`config.mk`:
```
export PLATFORM = sky130hd
export DESIGN_NAME = btn_debounce
export DESIGN_NICKNAME = d
export VERILOG_FILES = /design/src/rtl/btn_debounce.sv
export SDC_FILE = /design/constraint.sdc
export NUM_CORES = 1
export LEC_CHECK = 0
export CAP_MARGIN = 20
export CELL_PAD_IN_SITES_DETAIL_PLACEMENT = 0
export CELL_PAD_IN_SITES_GLOBAL_PLACEMENT = 2
export CORE_MARGIN = 3
export CORE_UTILIZATION = 34
export DETAILED_ROUTE_END_ITERATION = 6
export GPL_TIMING_DRIVEN = 0
export PLACE_DENSITY = 0.77
export SYNTH_ARGS = -nofsm -noshare
export SYNTH_HDL_FRONTEND = slang
export SYNTH_SLANG_ARGS = --single-unit
```
`constraint.sdc`:
```
create_clock -name i_clk -period 1.5 [get_ports i_clk]
set_input_delay 0.3 -clock i_clk [delete_from_list [all_inputs] [get_ports i_clk]]
set_output_delay 0.3 -clock i_clk [all_outputs]
set_load 0.01 [all_outputs]
```
`src/rtl/btn_debounce.sv`:
```
// Per-channel push-button debouncer: 2-flop synchroniser, stability counter, press/release strobes.
// Define BTN_DEBOUNCE_HOLD_EN to build the long-press (o_hold_stb) counters.
module btn_debounce #(
  parameter int unsigned WIDTH           = 6,
  parameter int unsigned DEBOUNCE_CYCLES = 16,
  parameter bit          ACTIVE_LOW      = 1'b0,
  parameter int unsigned HOLD_CYCLES     = 1024
) (
  input  logic             i_clk,
  input  logic             i_rst_n,
  input  logic [WIDTH-1:0] i_btn,
  output logic [WIDTH-1:0] o_state,
  output logic [WIDTH-1:0] o_press_stb,
  output logic [WIDTH-1:0] o_release_stb,
  output logic [WIDTH-1:0] o_hold_stb
);

  localparam int unsigned      CNT_W    = $clog2(DEBOUNCE_CYCLES + 1);
  localparam logic [CNT_W-1:0] CNT_TERM = CNT_W'(DEBOUNCE_CYCLES - 1);

  if (DEBOUNCE_CYCLES == 0 || HOLD_CYCLES == 0) begin : g_param_check
    $error("btn_debounce: DEBOUNCE_CYCLES and HOLD_CYCLES must be >= 1");
  end

  logic [WIDTH-1:0]            w_raw;
  logic [WIDTH-1:0]            r_sync1;
  logic [WIDTH-1:0]            r_sync2;
  logic [WIDTH-1:0]            r_state;
  logic [WIDTH-1:0]            r_press;
  logic [WIDTH-1:0]            r_release;
  logic [WIDTH-1:0][CNT_W-1:0] r_cnt;
  logic [WIDTH-1:0][CNT_W-1:0] w_cnt_nxt;
  logic [WIDTH-1:0]            w_state_nxt;
  logic [WIDTH-1:0]            w_press_nxt;
  logic [WIDTH-1:0]            w_release_nxt;

  assign w_raw = ACTIVE_LOW ? ~i_btn : i_btn;

  always_ff @(posedge i_clk) begin
    if (!i_rst_n) begin
      r_sync1 <= '0;
      r_sync2 <= '0;
    end else begin
      r_sync1 <= w_raw;
      r_sync2 <= r_sync1;
    end
  end

  // Any cycle where the synchronised level agrees with the state restarts qualification.
  always_comb begin
    w_cnt_nxt     = r_cnt;
    w_state_nxt   = r_state;
    w_press_nxt   = '0;
    w_release_nxt = '0;
    for (int unsigned i = 0; i < WIDTH; i++) begin
      if (r_sync2[i] == r_state[i]) begin
        w_cnt_nxt[i] = '0;
      end else if (r_cnt[i] == CNT_TERM) begin
        w_cnt_nxt[i]     = '0;
        w_state_nxt[i]   = r_sync2[i];
        w_press_nxt[i]   = r_sync2[i];
        w_release_nxt[i] = ~r_sync2[i];
      end else begin
        w_cnt_nxt[i] = r_cnt[i] + CNT_W'(1);
      end
    end
  end

  always_ff @(posedge i_clk) begin
    if (!i_rst_n) begin
      r_cnt     <= '0;
      r_state   <= '0;
      r_press   <= '0;
      r_release <= '0;
    end else begin
      r_cnt     <= w_cnt_nxt;
      r_state   <= w_state_nxt;
      r_press   <= w_press_nxt;
      r_release <= w_release_nxt;
    end
  end

  assign o_state       = r_state;
  assign o_press_stb   = r_press;
  assign o_release_stb = r_release;

`ifdef BTN_DEBOUNCE_HOLD_EN
  localparam int unsigned       HOLD_W    = $clog2(HOLD_CYCLES + 1);
  localparam logic [HOLD_W-1:0] HOLD_TERM = HOLD_W'(HOLD_CYCLES - 1);
  localparam logic [HOLD_W-1:0] HOLD_STOP = HOLD_W'(HOLD_CYCLES);

  logic [WIDTH-1:0][HOLD_W-1:0] r_hold;
  logic [WIDTH-1:0][HOLD_W-1:0] w_hold_nxt;
  logic [WIDTH-1:0]             r_hold_stb;
  logic [WIDTH-1:0]             w_hold_stb_nxt;

  // Parking at HOLD_STOP suppresses repeats until the button is released.
  always_comb begin
    w_hold_nxt     = r_hold;
    w_hold_stb_nxt = '0;
    for (int unsigned i = 0; i < WIDTH; i++) begin
      if (!r_state[i]) begin
        w_hold_nxt[i] = '0;
      end else if (r_hold[i] == HOLD_TERM) begin
        w_hold_nxt[i]     = HOLD_STOP;
        w_hold_stb_nxt[i] = 1'b1;
      end else if (r_hold[i] != HOLD_STOP) begin
        w_hold_nxt[i] = r_hold[i] + HOLD_W'(1);
      end
    end
  end

  always_ff @(posedge i_clk) begin
    if (!i_rst_n) begin
      r_hold     <= '0;
      r_hold_stb <= '0;
    end else begin
      r_hold     <= w_hold_nxt;
      r_hold_stb <= w_hold_stb_nxt;
    end
  end

  assign o_hold_stb = r_hold_stb;
`else
  assign o_hold_stb = '0;
`endif

endmodule

```
==> results of run 1 <==
==> per-stage QoR <==
| stage | cell area (sq um) | power [uW] |
|---|---|---|
| 2_1_floorplan | 2170 | 1720 |
| 3_3_place_gp | 2500 | 1750 |
| 3_5_place_dp | 2500 | 1750 |
| 4_1_cts | 2750 | 3570 |
| 5_1_grt | 2770 | 3630 |
| 6_report | 2770 | 3510 |
==> registers in the layout, indices dropped and copies added (netlist names) <==
register / flops
r_sync2: 6
r_cnt: 30
r_sync1: 6
o_press_stb: 6
o_state: 6
o_release_stb: 6
==> layout make-up <==
cell class / instances / area [sq um] / area share [%]
Clock inverter: 4 / 95.1 / 3.43
Tap cell: 75 / 93.8 / 3.39
Inverter: 12 / 45.0 / 1.63
Buffer: 9 / 61.3 / 2.21
Multi-Input combinational cell: 126 / 872 / 31.5
Timing Repair Buffer: 24 / 245 / 8.85
Clock buffer: 12 / 155 / 5.60
Sequential cell: 60 / 1200 / 43.4
==> logic make-up after synthesis <==
group	count (synthesis)	share of synthesized area, %
fa+ha+maj	12	6.98
flops	60	55.8
buf+inv	21	4.94
xor+xnor	18	7.33
simple gates	84	22.0
mux	6	2.79
other cells	1	0.174
==> power breakdown <==
part	internal (uW)	switching [uW]
Clock	1190	608
Combinational	45.9	38.3
Sequential	1610	11.9
Total	2850	658
==> worst register-to-register path: cells and delay by family (launching register included) <==
family,cells,cell delay [ns]
flip-flops,1,0.32
adder cells (fa/ha/maj),2,0.43
AND/OR/NAND/NOR,3,0.59
==> routing by layer <==
metal	up-vias	wire length [um]
li1	716	-
met1	584	1610
met2	31	1330
met3	8	220
met4	0	98
met5	-	0
==> cell usage in the layout (no fill, tap or decap) <==
cell             Yosys  layout
nor2_1              30      30
nand2_1              6       6
and2_1              12      12
dfxtp_1             60      58
nand3b_4             0       1
buf_4                7       7
nand3b_2             6       5
inv_1               12      12
conb_1               1       6
dlygate4sd2_1        0      10
clkdlybuf4s50_1      0       7
ha_1                12      12
clkinv_2             0       1
clkbuf_8             0      11
bufinv_16            0       3
mux2i_1              6       6
buf_2                1       1
xor2_1              12      12
and3_1               6       6
clkbuf_1             1       2
xnor2_1              6       6
dlymetal6s2s_1       0       7
nor2b_1              6       6
nand3_1              6       6
dfxtp_2              0       2
nor3b_1             12      12
==> path summary, 6_finish.rpt <==
path	startpoint	to	slack (ns)	cells past startpoint
setup / recovery	o_press_stb[2]	o_press_stb[2]	0.05	1
hold / removal	i_rst_n	o_state[0]	0.30	2
setup reg to reg	r_cnt[25]	r_cnt[28]	0.09	5
hold reg to reg	r_sync1[4]	r_sync2[4]	0.43	1
==> key figures, run 1 <==
Finish
  • Fin nets: 262
  • Final design utilization: 46.0%
  • Syn-to-layout area delta: 28.8%
  • Fill cells: between 500 and 600
  • # diodes: 0
  • Share of layout cells above drive strength 1: 12.6%
  • Final Non-Filler Cells: 322

Synthesis
  • Area contributors post-synth: dfxtp_1, ha_1, nor2_1
  • Number of flops mapped to enable cells by yosys: 0
  • Synthesized flop and latch total: 60
  • Avg Cell Area, Syn: 10.7 sq um
  • Commonest cells in the netlist: dfxtp_1, nor2_1
  • Top-count cell post-synth: dfxtp_1
  • Sequential fraction of the synthesis area: 55.8%
  • Post-synth ARST share: 0%
  • Dominant synthesized flop cell: dfxtp_1
  • Area leader, netlist: dfxtp_1
  • Yosys top cell area share: 55.8%
  • Post-synthesis cell type count: 18
  • YS warnings: 0
  • Gate Count Post-Synth: ~200
  • Post-synthesis cell area: 2150 sq um

CTS
  • CTS root buffer: clkbuf_8
  • Cts bufs inserted: 9
  • Hold-fix buffers, CTS: 0
  • H-tree depth: 3
  • Insertion delay to the later sink of the worst-skew pair: between 0.3 and 0.4 ns
  • Clock sinks: 60
  • CTS clk-pin slew, worst paths: ~0.070 ns
  • CTS tree: done
  • PostCTS Resize Cnt: 12
  • Post-CTS setup buffer count: 0
  • Max Root-Sink Buffers: 2

Flow run
  • Max Cap Violations: 0

Drt
  • Final WL: between 3000 and 4000 um
  • Antenna Nets Post-Route: 0
  • Via density: 4.16
  • Wirelength per Cell: 10.1 um
  • Pre-antenna DRT Iters: 3
  • # DRC: 0
  • DR vias: 1339
  • 1st-iter DRT viols: 29

Critical path
  • Buf+Inv Stages, Crit Path: 1
  • Crit path DAT: 1.15 ns
  • Startpoint Class: flop
  • CP Cell Sequence: clkdlybuf4s50_1
  • Critical path type: flop to output pin
  • Crit-path max FO: 1
  • Crit-path max cell delay: 0.52 ns
  • Family with the most delay on the worst path: buffers and inverters
  • CP required: 1.20 ns
  • CP max-delay cell: clkdlybuf4s50_1
  • Crit path capture type: output pin

Floorplanning
  • I/O pins: 32
  • Initial core utilization: between 30% and 40%
  • Row Count: 28
  • Area of the core: 6030 sq um
  • DIE WIDTH: 85.6 um
  • Die height: 85.6 um
  • Die footprint: 7320 sq um

Hold path
  • Hold/Removal Path Class: input port to flop

STA
  • WHS: 0.299 ns
  • Setup Viol. Count Final: 0
  • Min setup slack post-route: 0.0520 ns
  • Unrepaired setup endpoints after global routing: false
  • Fin. max-slew vios: 0
  • Min Tclk post-route: 1.45 ns
  • Clock Skew: 0.00472 ns
  • Max Clock Freq: roughly 690 MHz
  • TNS Setup: 0 ns
  • Period utilization: 96.5%
  • Final hold viol count: 0

GRT
  • Total global routing overflow: 0
  • First-pass GRT wire length: 5650 um
  • Met2 usage: between 10% and 20%
  • Vias in the first global route: around 1300
  • Largest net degree at the start of global routing: 11
  • Met1 usage: 12.9%
  • Gr usage total: 10.5%
  • Global routing's busiest layer: met2
  • Met3 usage: about 4.6%
  • Initial antenna violation count: 0

Power and ir drop
  • Maximum vdd drop: 697 uV
  • Leak: 0.00129 uW
  • Cell Pwr Density: 1270 nW/um^2

Run status
  • Status: finished, final reports clean

Placement
  • Post-DP HPWL: 2210 um
  • Setup WS pre-CTS: 0.0871 ns
  • Inst Count DP: ~310
  • Port Buffers: 24
  • Placer congestion estimate: 0.660
Note: power is estimated with default switching activity, not from simulation.
==> run 2, diff against run 1 <==
==> constraint.sdc (replaced) <==
create_clock -name i_clk -period 1.4 [get_ports i_clk]
set_input_delay 0.28 -clock i_clk [delete_from_list [all_inputs] [get_ports i_clk]]
set_output_delay 0.28 -clock i_clk [all_outputs]
set_load 0.01 [all_outputs]
==> run 2 against run 1 <==
Sequential cell count stayed put. Critical path depth stayed put. Worst hold slack worse by 0.017 ns. Global-route usage is 0.14 points lower. Critical path type unchanged. Critical endpoint is now o_state[5]. Highest routed layer unchanged.
==> key figures, run 2 (synthesized netlist as in run 1, its figures left out) <==
Placement
  • Port Buffers: 24
  • Setup WS pre-CTS: -0.0129 ns
  • Placer congestion estimate: around 0.66
  • Post-DP HPWL: 2210 um
  • Inst Count DP: roughly 310

Floorplanning
  • Initial core utilization: 35.7%
  • I/O pins: 32
  • Die height: 85.6 um
  • Die footprint: 7320 sq um
  • DIE WIDTH: 85.6 um
  • Row Count: 28
  • Area of the core: between 6000 and 7000 sq um

Critical path
  • Crit path capture type: output pin
  • Crit-path max cell delay: 0.40 ns
  • R2R cell count: 5
  • Critical path type: flop to output pin
  • CP max-delay cell: dfxtp_1
  • Crit-path max FO: 5
  • Family with the most delay on the worst path: flip-flops
  • Buf+Inv Stages, Crit Path: 1
  • CP Cell Sequence: dlygate4sd2_1
  • Reg2reg start: r_cnt[20]
  • Register-to-Register Setup Slack: 0.10 ns
  • FF-to-FF End: r_cnt[23]
  • CP required: 1.12 ns
  • Startpoint Class: flop
  • Crit path DAT: 1.03 ns

CTS
  • Insertion delay to the later sink of the worst-skew pair: between 0.3 and 0.4 ns
  • Post-CTS setup buffer count: 0
  • H-tree depth: 3
  • Cts bufs inserted: 9
  • Clock sinks: 60
  • CTS clk-pin slew, worst paths: 0.07 ns
  • CTS root buffer: clkbuf_8
  • Max Root-Sink Buffers: 2
  • CTS tree: done

Finish
  • Share of layout cells above drive strength 1: 15.4%
  • Final design utilization: 46.6%
  • # diodes: 0
  • Reg with most FFs: r_cnt
  • Final Non-Filler Cells: roughly 320
  • Largest register FFs: 30
  • Syn-to-layout area delta: 30.5%
  • Most frequent cells in the layout: dfxtp_1, nor2_1, dlygate4sd2_1
  • Fin nets: between 200 and 300
  • Most common cell after layout, fill and taps aside: dfxtp_1

Run status
  • Status: finished, final reports clean

STA
  • Setup Viol. Count Final: 0
  • Unrepaired setup endpoints after global routing: false
  • Final hold viol count: 0
  • Period utilization: between 90% and 100%
  • Min setup slack post-route: slightly above 0.09 ns
  • Clock Skew: 0.00592 ns
  • Min Tclk post-route: 1.31 ns
  • Max Clock Freq: 765 MHz
  • Fin. max-slew vios: 0

GRT
  • Total global routing overflow: 0
  • Largest net degree at the start of global routing: 11
  • Gr usage total: 10.3%
  • Vias in the first global route: between 1000 and 1500
  • Initial antenna violation count: 0
  • First-pass GRT wire length: 5620 um

Drt
  • # DRC: 0
  • Pre-antenna DRT Iters: 3
  • Final WL: 3290 um
  • Wirelength per Cell: between 10 and 15 um
  • DR vias: 1336
  • 1st-iter DRT viols: 39
  • Antenna Nets Post-Route: 0
  • Via density: 4.15

Power and ir drop
  • Maximum vdd drop: 749 uV
  • Leak: 0.00127 uW
  • Cell Pwr Density: 1340 nW/um^2
  • Total power: between 3000 and 4000 uW

Hold path
  • Worst hold path depth: 2
  • Hold/Removal Path Class: input port to flop
  • Worst Hold Endpoint: o_state[0]
  • HP Start: i_rst_n

Flow run
  • Max Cap Violations: 0
[run 2: cell types whose count changed in the layout (fill, tap and decap cells not counted)]
cell             change
dlygate4sd2_1        +8
dlymetal6s2s_1       -7
ha_1                 -5
ha_2                 +5
nand3b_2             -5
nand3b_4             +5
clkdlybuf4s50_1      -1
nor2_1               -1
nor2_2               +1
nor3b_1              -1
nor3b_2              +1
[run 2: timing repair]
action | CTS | global route
hold buffers | 0 | 0
gates resized for setup | 23 | 10
setup endpoints to repair | 29 | 24
[run 2: power breakdown]
part / internal, uW / leakage (uW) / total, uW / switching, uW
logic: 51.7 / 0.000657 / 97.7 / 45.9
registers: 1730 / 0.000487 / 1740 / 13.0
clock network: 1280 / 0.000127 / 1930 / 653
total: 3060 / 0.00127 / 3770 / 712
[run 2: per-stage QoR]
step | cell area, sq um | hold WS (ns) | TNS [ns]
floorplan | 2170 | 0.407 | 0
global placement | 2500 | 0.415 | 0
detailed placement | 2500 | 0.422 | -0.0213
CTS | 2760 | 0.265 | 0
global route | 2810 | 0.284 | 0
finish | 2810 | 0.282 | 0
[run 2: worst max path at each step]
stage / from / endpoint / depth (start not counted)
2_1_floorplan: r_cnt[25] / r_cnt[27] / 5
3_3_place_gp: r_cnt[25] / r_cnt[27] / 5
3_5_place_dp: r_cnt[25] / r_cnt[28] / 5
4_1_cts: r_cnt[15] / r_cnt[17] / 5
5_1_grt: r_cnt[0] / o_state[0] / 5
6_report: o_state[5] / o_state[5] / 1
[run 2: per-layer routing]
metal  part of all wire [%]  track usage (%)
met5                      0                0
met4                    3.1             7.34
met3                    6.7             4.51
met2                     41             14.1
met1                     50             12.8
[run 2: area by class of cell]
| cell class | instances | area [sq um] |
|---|---|---|
| clock inverters | 4 | 95.1 |
| plain buffers | 9 | 61.3 |
| fillers | 585 | 3220 |
| flip-flops and latches | 60 | 1200 |
| multi-input cells | 126 | 936 |
| clock buffers | 12 | 155 |
| repair buffers | 24 | 218 |
| well taps | 75 | 93.8 |
| inverters | 12 | 45.0 |
